### config.mk
export PLATFORM = sky130hd
export DESIGN_NAME = bin_a_bcd_display
export DESIGN_NICKNAME = d
export VERILOG_FILES = /design/src/rtl/bin_a_bcd_display_pkg.sv /design/src/rtl/bin_a_bcd_display_bcd_ajuste_3.sv /design/src/rtl/bin_a_bcd_display.sv
export SDC_FILE = /design/constraint.sdc
export NUM_CORES = 1
export LEC_CHECK = 0
export ABC_AREA = 1
export CORE_ASPECT_RATIO = 0.5
export CORE_MARGIN = 4
export CORE_UTILIZATION = 56
export DETAILED_ROUTE_END_ITERATION = 10
export PLACE_DENSITY = 0.77
export SYNTH_ARGS = -nofsm -noshare
export SYNTH_HDL_FRONTEND = slang
export SYNTH_HIERARCHICAL = 1
export SYNTH_SLANG_ARGS = --single-unit
### constraint.sdc
create_clock -name i_Clk -period 2.25 [get_ports i_Clk]
set_input_delay 0.45 -clock i_Clk [delete_from_list [all_inputs] [get_ports i_Clk]]
set_output_delay 0.45 -clock i_Clk [all_outputs]
set_load 0.01 [all_outputs]
### src/rtl/bin_a_bcd_display_pkg.sv
// Shared definitions for the binary-to-BCD display converter.
// Holds the FSM state encoding and the BCD geometry constants.
package bin_a_bcd_display_pkg;

  typedef enum logic [1:0] {
    IDLE = 2'd0,
    CONV = 2'd1,
    DONE = 2'd2
  } state_t;

  localparam int unsigned MAX_BCD = 9999;
  localparam int BCD_W = 4;
  localparam int N_DIG = 4;

endpackage

### src/rtl/bin_a_bcd_display_bcd_ajuste_3.sv
// Double-dabble correction cell: a BCD nibble of 5 or more gets +3 before the shift,
// so that the shift carries correctly into the next decimal digit.
module bcd_ajuste_3
  import bin_a_bcd_display_pkg::*;
(
  input  logic [BCD_W-1:0] din_i,
  output logic [BCD_W-1:0] dout_o
);

  assign dout_o = (din_i >= BCD_W'(5)) ? din_i + BCD_W'(3) : din_i;

endmodule

### src/rtl/bin_a_bcd_display.sv
// Iterative binary-to-BCD converter feeding the 4-digit 7-segment display.
// Digits are only written when a conversion completes, so the display never shows partial results.
module bin_a_bcd_display
  import bin_a_bcd_display_pkg::*;
#(
  parameter int BITS = 14
) (
  input  logic            i_Clk,
  input  logic            i_Rst,
  input  logic [BITS-1:0] i_Valor,
  input  logic            i_Start,
  output logic            o_Busy,
  output logic            o_Done,
  output logic            o_Overflow,
  output logic [3:0]      o_Datos_1,
  output logic [3:0]      o_Datos_2,
  output logic [3:0]      o_Datos_3,
  output logic [3:0]      o_Datos_4
);

  localparam int BCD_TOT = N_DIG * BCD_W;
  localparam int SW      = BCD_TOT + BITS;
  localparam int CW      = $clog2(BITS + 1);

  state_t              state_q;
  logic [SW-1:0]       scratch_q;
  logic [SW-1:0]       scratch_d;
  logic [CW-1:0]       cnt_q;
  logic                ovf_int_q;
  logic                busy_q;
  logic                done_q;
  logic                ovf_q;
  logic [BCD_TOT-1:0]  digits_q;
  logic                ovf_calc;

  // All four nibbles are corrected in parallel; the binary part passes through untouched.
  for (genvar g = 0; g < N_DIG; g++) begin : g_ajuste
    bcd_ajuste_3 u_ajuste (
      .din_i  (scratch_q[BITS + g*BCD_W +: BCD_W]),
      .dout_o (scratch_d[BITS + g*BCD_W +: BCD_W])
    );
  end
  assign scratch_d[BITS-1:0] = scratch_q[BITS-1:0];

  assign ovf_calc = (32'(i_Valor) > MAX_BCD);

  always_ff @(posedge i_Clk or posedge i_Rst) begin
    if (i_Rst) begin
      state_q   <= IDLE;
      scratch_q <= '0;
      cnt_q     <= '0;
      ovf_int_q <= 1'b0;
      busy_q    <= 1'b0;
      done_q    <= 1'b0;
      ovf_q     <= 1'b0;
      digits_q  <= '0;
    end else begin
      done_q <= 1'b0;
      case (state_q)
        IDLE: begin
          if (i_Start) begin
            scratch_q <= {{BCD_TOT{1'b0}}, i_Valor};
            cnt_q     <= CW'(BITS);
            ovf_int_q <= ovf_calc;
            busy_q    <= 1'b1;
            state_q   <= CONV;
          end else begin
            busy_q <= 1'b0;
          end
        end
        CONV: begin
          scratch_q <= {scratch_d[SW-2:0], 1'b0};
          cnt_q     <= cnt_q - 1'b1;
          busy_q    <= 1'b1;
          if (cnt_q == CW'(1)) state_q <= DONE;
        end
        DONE: begin
          // Out-of-range values saturate the display to 9999 and flag overflow.
          done_q  <= 1'b1;
          busy_q  <= 1'b1;
          ovf_q   <= ovf_int_q;
          digits_q <= ovf_int_q ? {N_DIG{BCD_W'(9)}} : scratch_q[SW-1 -: BCD_TOT];
          state_q <= IDLE;
        end
        default: state_q <= IDLE;
      endcase
    end
  end

  assign o_Busy     = busy_q;
  assign o_Done     = done_q;
  assign o_Overflow = ovf_q;
  assign o_Datos_1  = digits_q[3:0];
  assign o_Datos_2  = digits_q[7:4];
  assign o_Datos_3  = digits_q[11:8];
  assign o_Datos_4  = digits_q[15:12];

endmodule

==> After elaboration in Yosys (flattened, before gate mapping) <==
Cells that the tools add are included.
{ "totals": {"ff_bits": 56, "inputBits": 17, "output_inout_bits": 19, "elab_cells": 45} }
{ "classes": {"addsub": 5, "n_lt_le_gt_ge": 5, "eq_ne": 5, "n_mux": 15, "reduce_logical": 7} }
{ "ops": {"columns": ["op", "n"], "rows": [
  ["30-bit case mux with 2 select lines", 1],
  ["30-bit two-way mux", 1],
  ["4-bit by 3-bit >= comparator with 1-bit output, second input constant", 4],
  ["16-bit two-way mux", 1],
  ["4-bit two-way mux", 4],
  ["14-bit greater-than comparator, second input constant", 1],
  ["4-bit by 2-bit adder with 4-bit output, second input constant", 3],
  ["4-bit case mux with 2 select lines", 1],
  ["2-bit AND reduction", 3],
  ["4-bit by 1-bit equality test with 1-bit output, second input constant", 1],
  ["2-bit two-way mux", 2],
  ["2-bit != test, second input constant", 2],
  ["2-bit case mux with 2 select lines", 1],
  ["2-bit nonzero test", 2],
  ["4-bit by 1-bit subtractor with 4-bit output, second input constant", 1],
  ["3-bit by 2-bit adder with 3-bit output, second input constant", 1],
  ["3-bit two-way mux", 1],
  ["2-bit by 1-bit equality test with 1-bit output, second input constant", 1],
  ["2-bit equality test, second input constant", 1],
  ["2-bit logical NOT", 1],
  ["1-bit two-way mux", 2],
  ["1-bit case mux with 2 select lines", 1],
  ["2-bit OR reduction", 1]
]} }

==> Longest topological paths before layout <==
Gate-level depths: netlist of the first run.
{ "logic_depth": {"ltp_word": 3, "mapped_depth": 9, "ltp_nobuf": 9} }

==> Cells and area by module <==
The synthesis of the first run kept the hierarchy.
{ "modules_own_cells": {"columns": ["mod", "n_inst", "cells_each", "area_each_um2", "seq_area_each_um2"], "rows": [
  ["bin_a_bcd_display", 1, 276, 2477.4, 1401.3],
  ["bcd_ajuste_3", 4, 23, 135.1, 0.0]
]} }

==> Least setup slack after synthesis of the first run <==
Ideal clock, no wire load.
{ "synth_timing": {"path_kind": "register -> register", "startpoint": "register state_q[1]", "endpoint": "register scratch_q[1]", "setup_time_ps": 119, "arrival_time_ps": 1295, "required_time_ps": 2131, "path_slack_ps": 836, "stages_incl_launch_ff": 9, "path_buffers": 3, "synth_period_minus_slack_ps": 1414, "cell_sequence": "dfrtp_1 inv_1 ha_1 buf_2 nand2_1 nand2_2 buf_6 buf_6 o21a_1"} }
{ "synth_via": {"elab_chain_len": 3, "elab_cells_between_ends": 6, "cone_classes": "eq/ne (2); mux (1); reduce/logical (3)"} }
{ "synth_rtl": {"columns": ["item", "line", "text"], "rows": [
  ["from (decl)", "bin_a_bcd_display.sv:25", "state_t state_q;"],
  ["from (signal assigned)", "bin_a_bcd_display.sv:49", "state_q <= IDLE;"],
  ["from (signal assigned)", "bin_a_bcd_display.sv:66", "state_q <= CONV;"],
  ["from (signal assigned)", "bin_a_bcd_display.sv:75", "if (cnt_q == CW'(1)) state_q <= DONE;"],
  ["2-bit by 1-bit equality test with 1-bit output or 2-bit logical NOT (tied branches)", "bin_a_bcd_display.sv:59", "case (state_q)"],
  ["2-bit nonzero test (no source line) or 2-bit != test (tied branches)", null, null],
  ["2-bit AND reduction (no source line)", null, null],
  ["to (signal assigned)", "bin_a_bcd_display.sv:62", "scratch_q <= {{BCD_TOT{1'b0}}, i_Valor};"],
  ["to (signal assigned)", "bin_a_bcd_display.sv:72", "scratch_q <= {scratch_d[SW-2:0], 1'b0};"],
  ["to (decl)", "bin_a_bcd_display.sv:26", "logic [SW-1:0] scratch_q;"]
]} }
Parallel ways exist; a longest one is shown, timed or not.
A chain may end at the register's enable or synchronous reset.

==> Worst setup path after layout of the first run <==
{ "layout_timing": {"startpoint": "register digits_q[15]", "endpoint": "output o_Datos_4[3]"} }
{ "layout_rtl": {"columns": ["item", "line", "text"], "rows": [
  ["from (decl)", "bin_a_bcd_display.sv:33", "logic [BCD_TOT-1:0] digits_q;"],
  ["from (signal assigned)", "bin_a_bcd_display.sv:82", "digits_q <= ovf_int_q ? {N_DIG{BCD_W'(9)}} : scratch_q[SW-1 -: BCD_TOT];"],
  ["to (decl)", "bin_a_bcd_display.sv:18", "output logic [3:0] o_Datos_4"]
]} }
No word-level cell between the ends.

==> results of run 1 <==
-- metal layers --
metal	track usage	wire, um	part of all wire	vias to the layer above
li1	-	-	-	1224
met4	0.0641	72	0.012	0
met1	0.243	2730	0.44	1191
met3	0.0475	375	0.061	6
met5	0	0	0	-
met2	0.350	3000	0.49	70
-- registers in the layout, summed over array words and instances (netlist names) --
register    cells
cnt_q           4
digits_q       16
o_Busy          1
o_Done          1
o_Overflow      1
ovf_int_q       1
scratch_q      30
state_q         2
-- layout by cell type, fill, tap and decap left out, types with 3 or more instances in the layout --
cell             count
o21ai_2              4
ha_1                16
clkdlybuf4s50_1     35
nand3_1             37
dfrtp_1             56
nor2_4               9
o21ai_0             36
nand2_1             86
nand2_2              5
inv_2                7
o21a_1              11
a21oi_2              3
buf_4                6
inv_1               42
a21oi_1              8
clkbuf_8             7
nor2_1              29
-- through the flow --
stage               power (W)  area [um2]  worst slack (ns)  cells  hold slack, ns
finish                0.00411        3560             0.559    472           0.468
global route          0.00444        3560             0.398    472           0.499
CTS                   0.00415        3560             0.547    472           0.471
detailed placement    0.00343        3440             0.369    464           0.468
global placement      0.00333        3440             0.425    464           0.465
floorplan             0.00282        2990             0.429    363           0.449
-- layout make-up --
| cell class | count | share of cell area |
|---|---|---|
| Clock buffer | 7 | 0.0270 |
| Clock inverter | 1 | 0.00843 |
| Inverter | 49 | 0.0516 |
| Multi-Input combinational cell | 246 | 0.373 |
| Sequential cell | 56 | 0.393 |
| Tap cell | 70 | 0.0246 |
| Timing Repair Buffer | 43 | 0.122 |
-- final timing paths --
check | to | slack, ns | cells after the start
max | o_Datos_4[3] | 0.56 | 1
min | scratch_q[5]$_DFFE_PP0P_ | 0.47 | 2
max reg2reg | scratch_q[6]$_DFFE_PP0P_ | 0.56 | 7
min reg2reg | scratch_q[10]$_DFFE_PP0P_ | 0.49 | 2
max in group asynchronous | o_Done$_DFF_PP0_ | 1.26 | 3
min in group i_Clk | scratch_q[10]$_DFFE_PP0P_ | 0.49 | 2
-- power groups by stage --
stage                     registers, W  logic [W]  clock network (W)
final                          0.00158    0.00183           0.000710
after global routing           0.00162    0.00206           0.000769
after CTS                      0.00157    0.00185           0.000727
after detailed placement       0.00159    0.00184                  0
after global placement         0.00157    0.00176                  0
after floorplan                0.00160    0.00122                  0
==> run_results.csv, run 1 <==
group,metric,value,unit
route,wl_per_cell,13.1,um
worst_setup_path,start_kind,"flip-flop",
timing,worst_pin_slew,0.462,ns
timing,setup_violations,0,
timing,rsz0062_at_grt,"no",
timing,max_freq,591,MHz
clocking,cts_buffers,5,
placement,hpwlAfterDp,4560,um
clocking,clkSinkCount,56,
grt,grt_pass1_wl,10600,um
worst_setup_path,cp-end-kind,"output pin",
finish,multi_input_area,1330,um2
clocking,cts-root-buf,"clkbuf_8",
route,drc,0,
worst_setup_path,cp_slowest_stage_delay,0.55,ns
floorplanning,die_width,111,um
worst_setup_path,path_buf_inv,1,
power_and_ir_drop,intPower,0.00252,W
floorplanning,start_util,0.593,
floorplanning,ios,36,
route,num_vias,2491,
synth,synth_area_per_cell,8.24,um2
power_and_ir_drop,p_clk_frac,0.173,
synth,syn-cell-area,2990,um2
timing,skew,0.00407,ns
worst_setup_path,crit_chain,"clkdlybuf4s50_1",
worst_setup_path,critical_path_class,"reg2out",
worst_setup_path,crit_slowest_cell,"clkdlybuf4s50_1",
worst_setup_path,crit_family,"buffers and inverters",
clocking,htree_levels,2,
grt,overflow,0,
power_and_ir_drop,powerDensity,1150,nW/um2
finish,drive_gt1_frac,0.109,
grt,grt_pass1_vias,2412,
clocking,post_cts_resized,0,
timing,finalCriticalPeriod,1.69,ns
timing,finalMaxSlewViolations,0,
clocking,cts.path.max_buffers,2,
job,maxCapViolCount,0,
timing,finalSetupTns,0,ns
timing,slew_headroom,0.691,
grt,gr-usage-all-layers,0.196,
finish,antenna_cells,0,
worst_setup_path,r2r_start,"state_q[0]$_DFFE_PP0P_",
clocking,cts.clk_slew.worst_paths,0.10,ns
floorplanning,std_cell_rows,18,
finish,area_growth,19.1,%
clocking,holdBufCountCts,0,
power_and_ir_drop,power_frac_comb,0.444,
worst_setup_path,worstPathArrival,1.24,ns
worst_setup_path,cp_max_fo,2,
finish,fin_nets,434,
grt,grt_max_degree,27,
clocking,clk_latency,0.31,ns
finish,n_fill_cell,400,
synth,ys_warn_count,6,
power_and_ir_drop,switching_share,0.388,
worst_setup_path,cp.required,1.80,ns
floorplanning,die_h,59.7,um
timing,finalCritPeriodShare,0.752,
finish,fin_util,0.706,
grt,antenna_found_initial,0,
synth,synth_fp_nets,396,
route,antenna_left,0,
timing,hold_viol,0,
power_and_ir_drop,p_leak,1.60,nW
route,dr.pass1.iters,4,
power_and_ir_drop,power_switching,0.00160,W
worst_setup_path,crit_start,"digits_q[15]$_DFFE_PP0P_",
floorplanning,core_area,5040,um2
synth,synthCells,363,
clocking,cts_tree,"yes",
route,vias_per_cell,5.28,
floorplanning,die_area,6650,um2
route,drtIter0Drc,121,
power_and_ir_drop,vdd_drop_max,0.551,mV
worst_hold_path,hold_path_class,"in2async",
clocking,post-cts-setup-buffers,0,
outcome,status,"complete, no violations",
power_and_ir_drop,seqPwrFrac,0.383,
placement,portBuffers,35,
placement,gp_congestion,0.901,
finish,ff_latch_area,1400,um2
route,routed_wl,6170,um
No activity file was read; power rests on OpenSTA's default activity.
==> inputs of run 2 (changes only) <==
==> constraint.sdc (replaced) <==
create_clock -name i_Clk -period 1.75 [get_ports i_Clk]
set_input_delay 0.35 -clock i_Clk [delete_from_list [all_inputs] [get_ports i_Clk]]
set_output_delay 0.35 -clock i_Clk [all_outputs]
set_load 0.01 [all_outputs]
==> run 2 against run 1 <==
Non-clock buffer count shrank 1. Worst hold slack lost 0.049 ns. Combinational power grew 33%. Global-route usage grew 0.14 points. Count of clock-buffer cells in the layout grew 1. Final cell count shrank 0.21%. Register-to-register slack lost 0.37 ns. Sequential power grew 28%. Largest power group unchanged. Highest routed layer unchanged.
==> run_results.csv, run 2 (same netlist as run 1, synthesis figures left out) <==
group,metric,value,unit
outcome,status,"complete, no violations",
finish,area_growth,18.2,%
route,drtIter0Drc,122,
route,antenna_left,0,
worst_hold_path,hold_path_class,"in2async",
worst_setup_path,cp_max_fo,2,
worst_setup_path,crit_family,"buffers and inverters",
clocking,clkSinkCount,56,
clocking,post_cts_resized,0,
floorplanning,die_area,6650,um2
floorplanning,start_util,0.593,
grt,gr-usage-all-layers,0.198,
power_and_ir_drop,powerDensity,1460,nW/um2
timing,finalCritPeriodShare,0.896,
finish,regMostFlops,"scratch_q",
worst_setup_path,cp-end-kind,"output pin",
route,dr_wl_met3,376,um
route,top_layer,"met4",
worst_setup_path,cp_slowest_stage_delay,0.54,ns
timing,slew_headroom,0.694,
route,dr.pass1.iters,4,
finish,final_cell_mix,"nand2_1 (86), dfrtp_1 (56), inv_1 (42)",
clocking,htree_levels,2,
floorplanning,std_cell_rows,18,
worst_setup_path,critical_path_class,"reg2out",
floorplanning,die_width,111,um
timing,rsz0062_at_grt,"no",
grt,grt_max_degree,57,
power_and_ir_drop,vdd_drop_max,0.680,mV
placement,gp_congestion,0.884,
clocking,cts_buffers,5,
worst_setup_path,worstPathArrival,1.22,ns
worst_setup_path,crit_chain,"clkdlybuf4s50_1",
timing,hold_viol,0,
route,wl_met1,2810,um
worst_setup_path,path_buf_inv,1,
placement,hpwlAfterDp,4430,um
timing,finalMaxSlewViolations,0,
timing,max_freq,638,MHz
finish,top_regs,"scratch_q (30), digits_q (16), cnt_q (4)",
timing,skew,0.00593,ns
worst_setup_path,cp.required,1.40,ns
job,maxCapViolCount,0,
timing,finalSetupTns,0,ns
grt,grt_pass1_wl,10600,um
route,drc,0,
placement,portBuffers,35,
finish,largest_reg_flops,30,
floorplanning,ios,36,
grt,grt_pass1_vias,2368,
clocking,cts.path.max_buffers,2,
finish,fin_util,0.701,
grt,antenna_found_initial,0,
floorplanning,die_h,59.7,um
timing,worst_pin_slew,0.458,ns
route,wl_per_cell,13.3,um
power_and_ir_drop,p_leak,1.59,nW
finish,final_common_cell,"nand2_1",
route,routed_wl,6250,um
timing,finalCriticalPeriod,1.57,ns
clocking,cts-root-buf,"clkbuf_8",
clocking,clk_latency,0.30,ns
finish,fin_nets,433,
floorplanning,core_area,5040,um2
route,num_vias,2454,
clocking,cts.clk_slew.worst_paths,0.09,ns
clocking,cts_tree,"yes",
route,vias_per_cell,5.21,
timing,setup_violations,0,
worst_setup_path,start_kind,"flip-flop",
grt,overflow,0,
finish,antenna_cells,0,
finish,drive_gt1_frac,0.102,
route,wl_met2,3000,um
worst_setup_path,crit_slowest_cell,"clkdlybuf4s50_1",
clocking,post-cts-setup-buffers,0,
-- run 2: per-layer routing --
layer / global-route usage / up-vias
met1: 0.248 / 1172
met3: 0.0425 / 8
met4: 0.0468 / 0
li1: - / 1220
met2: 0.361 / 54
met5: 0 / -
-- run 2: final cells by class --
| type | count | area (um2) |
|---|---|---|
| Timing Repair Buffer | 42 | 445 |
| Sequential cell | 56 | 1400 |
| Inverter | 49 | 184 |
| Clock buffer | 8 | 90.1 |
| Tap cell | 70 | 87.6 |
| Fill cell | 431 | 1510 |
| Multi-Input combinational cell | 246 | 1330 |
-- run 2: power by group --
part | internal (W) | switching [W]
clock network | 0.000324 | 0.000397
registers | 0.00174 | 0.000285
logic | 0.00104 | 0.00139
-- run 2: path summary, 6_finish.rpt --
kind	startpoint	endpoint	cells after the start	slack, ns
setup / recovery	digits_q[15]$_DFFE_PP0P_	o_Datos_4[3]	1	0.18
hold / removal	i_Rst	o_Overflow$_DFFE_PP0P_	3	0.42
setup reg to reg	state_q[1]$_DFFE_PP0P_	scratch_q[3]$_DFFE_PP0P_	6	0.19
hold reg to reg	digits_q[1]$_DFFE_PP0P_	digits_q[1]$_DFFE_PP0P_	2	0.49
max in group asynchronous	i_Rst	digits_q[10]$_DFFE_PP0P_	3	1.10
min in group i_Clk	digits_q[1]$_DFFE_PP0P_	digits_q[1]$_DFFE_PP0P_	2	0.49
-- run 2: metrics by stage --
step | hold WS [ns] | area, um2 | setup slack (ns) | power, W | std cells
global placement | 0.464 | 3420 | 0.118 | 0.00426 | 462
finish | 0.419 | 3540 | 0.182 | 0.00518 | 471
global route | 0.440 | 3540 | 0.0278 | 0.00561 | 471
detailed placement | 0.475 | 3420 | 0.0575 | 0.00440 | 462
floorplan | 0.449 | 2990 | 0.0287 | 0.00362 | 363
CTS | 0.429 | 3510 | 0.156 | 0.00512 | 470
-- run 2: timing repair --
| action | in CTS | in global routing |
|---|---|---|
| hold buffers | 0 | 0 |
| endpoints found under the hold margin | 0 | 0 |
| setup endpoints to repair | 0 | 1 |
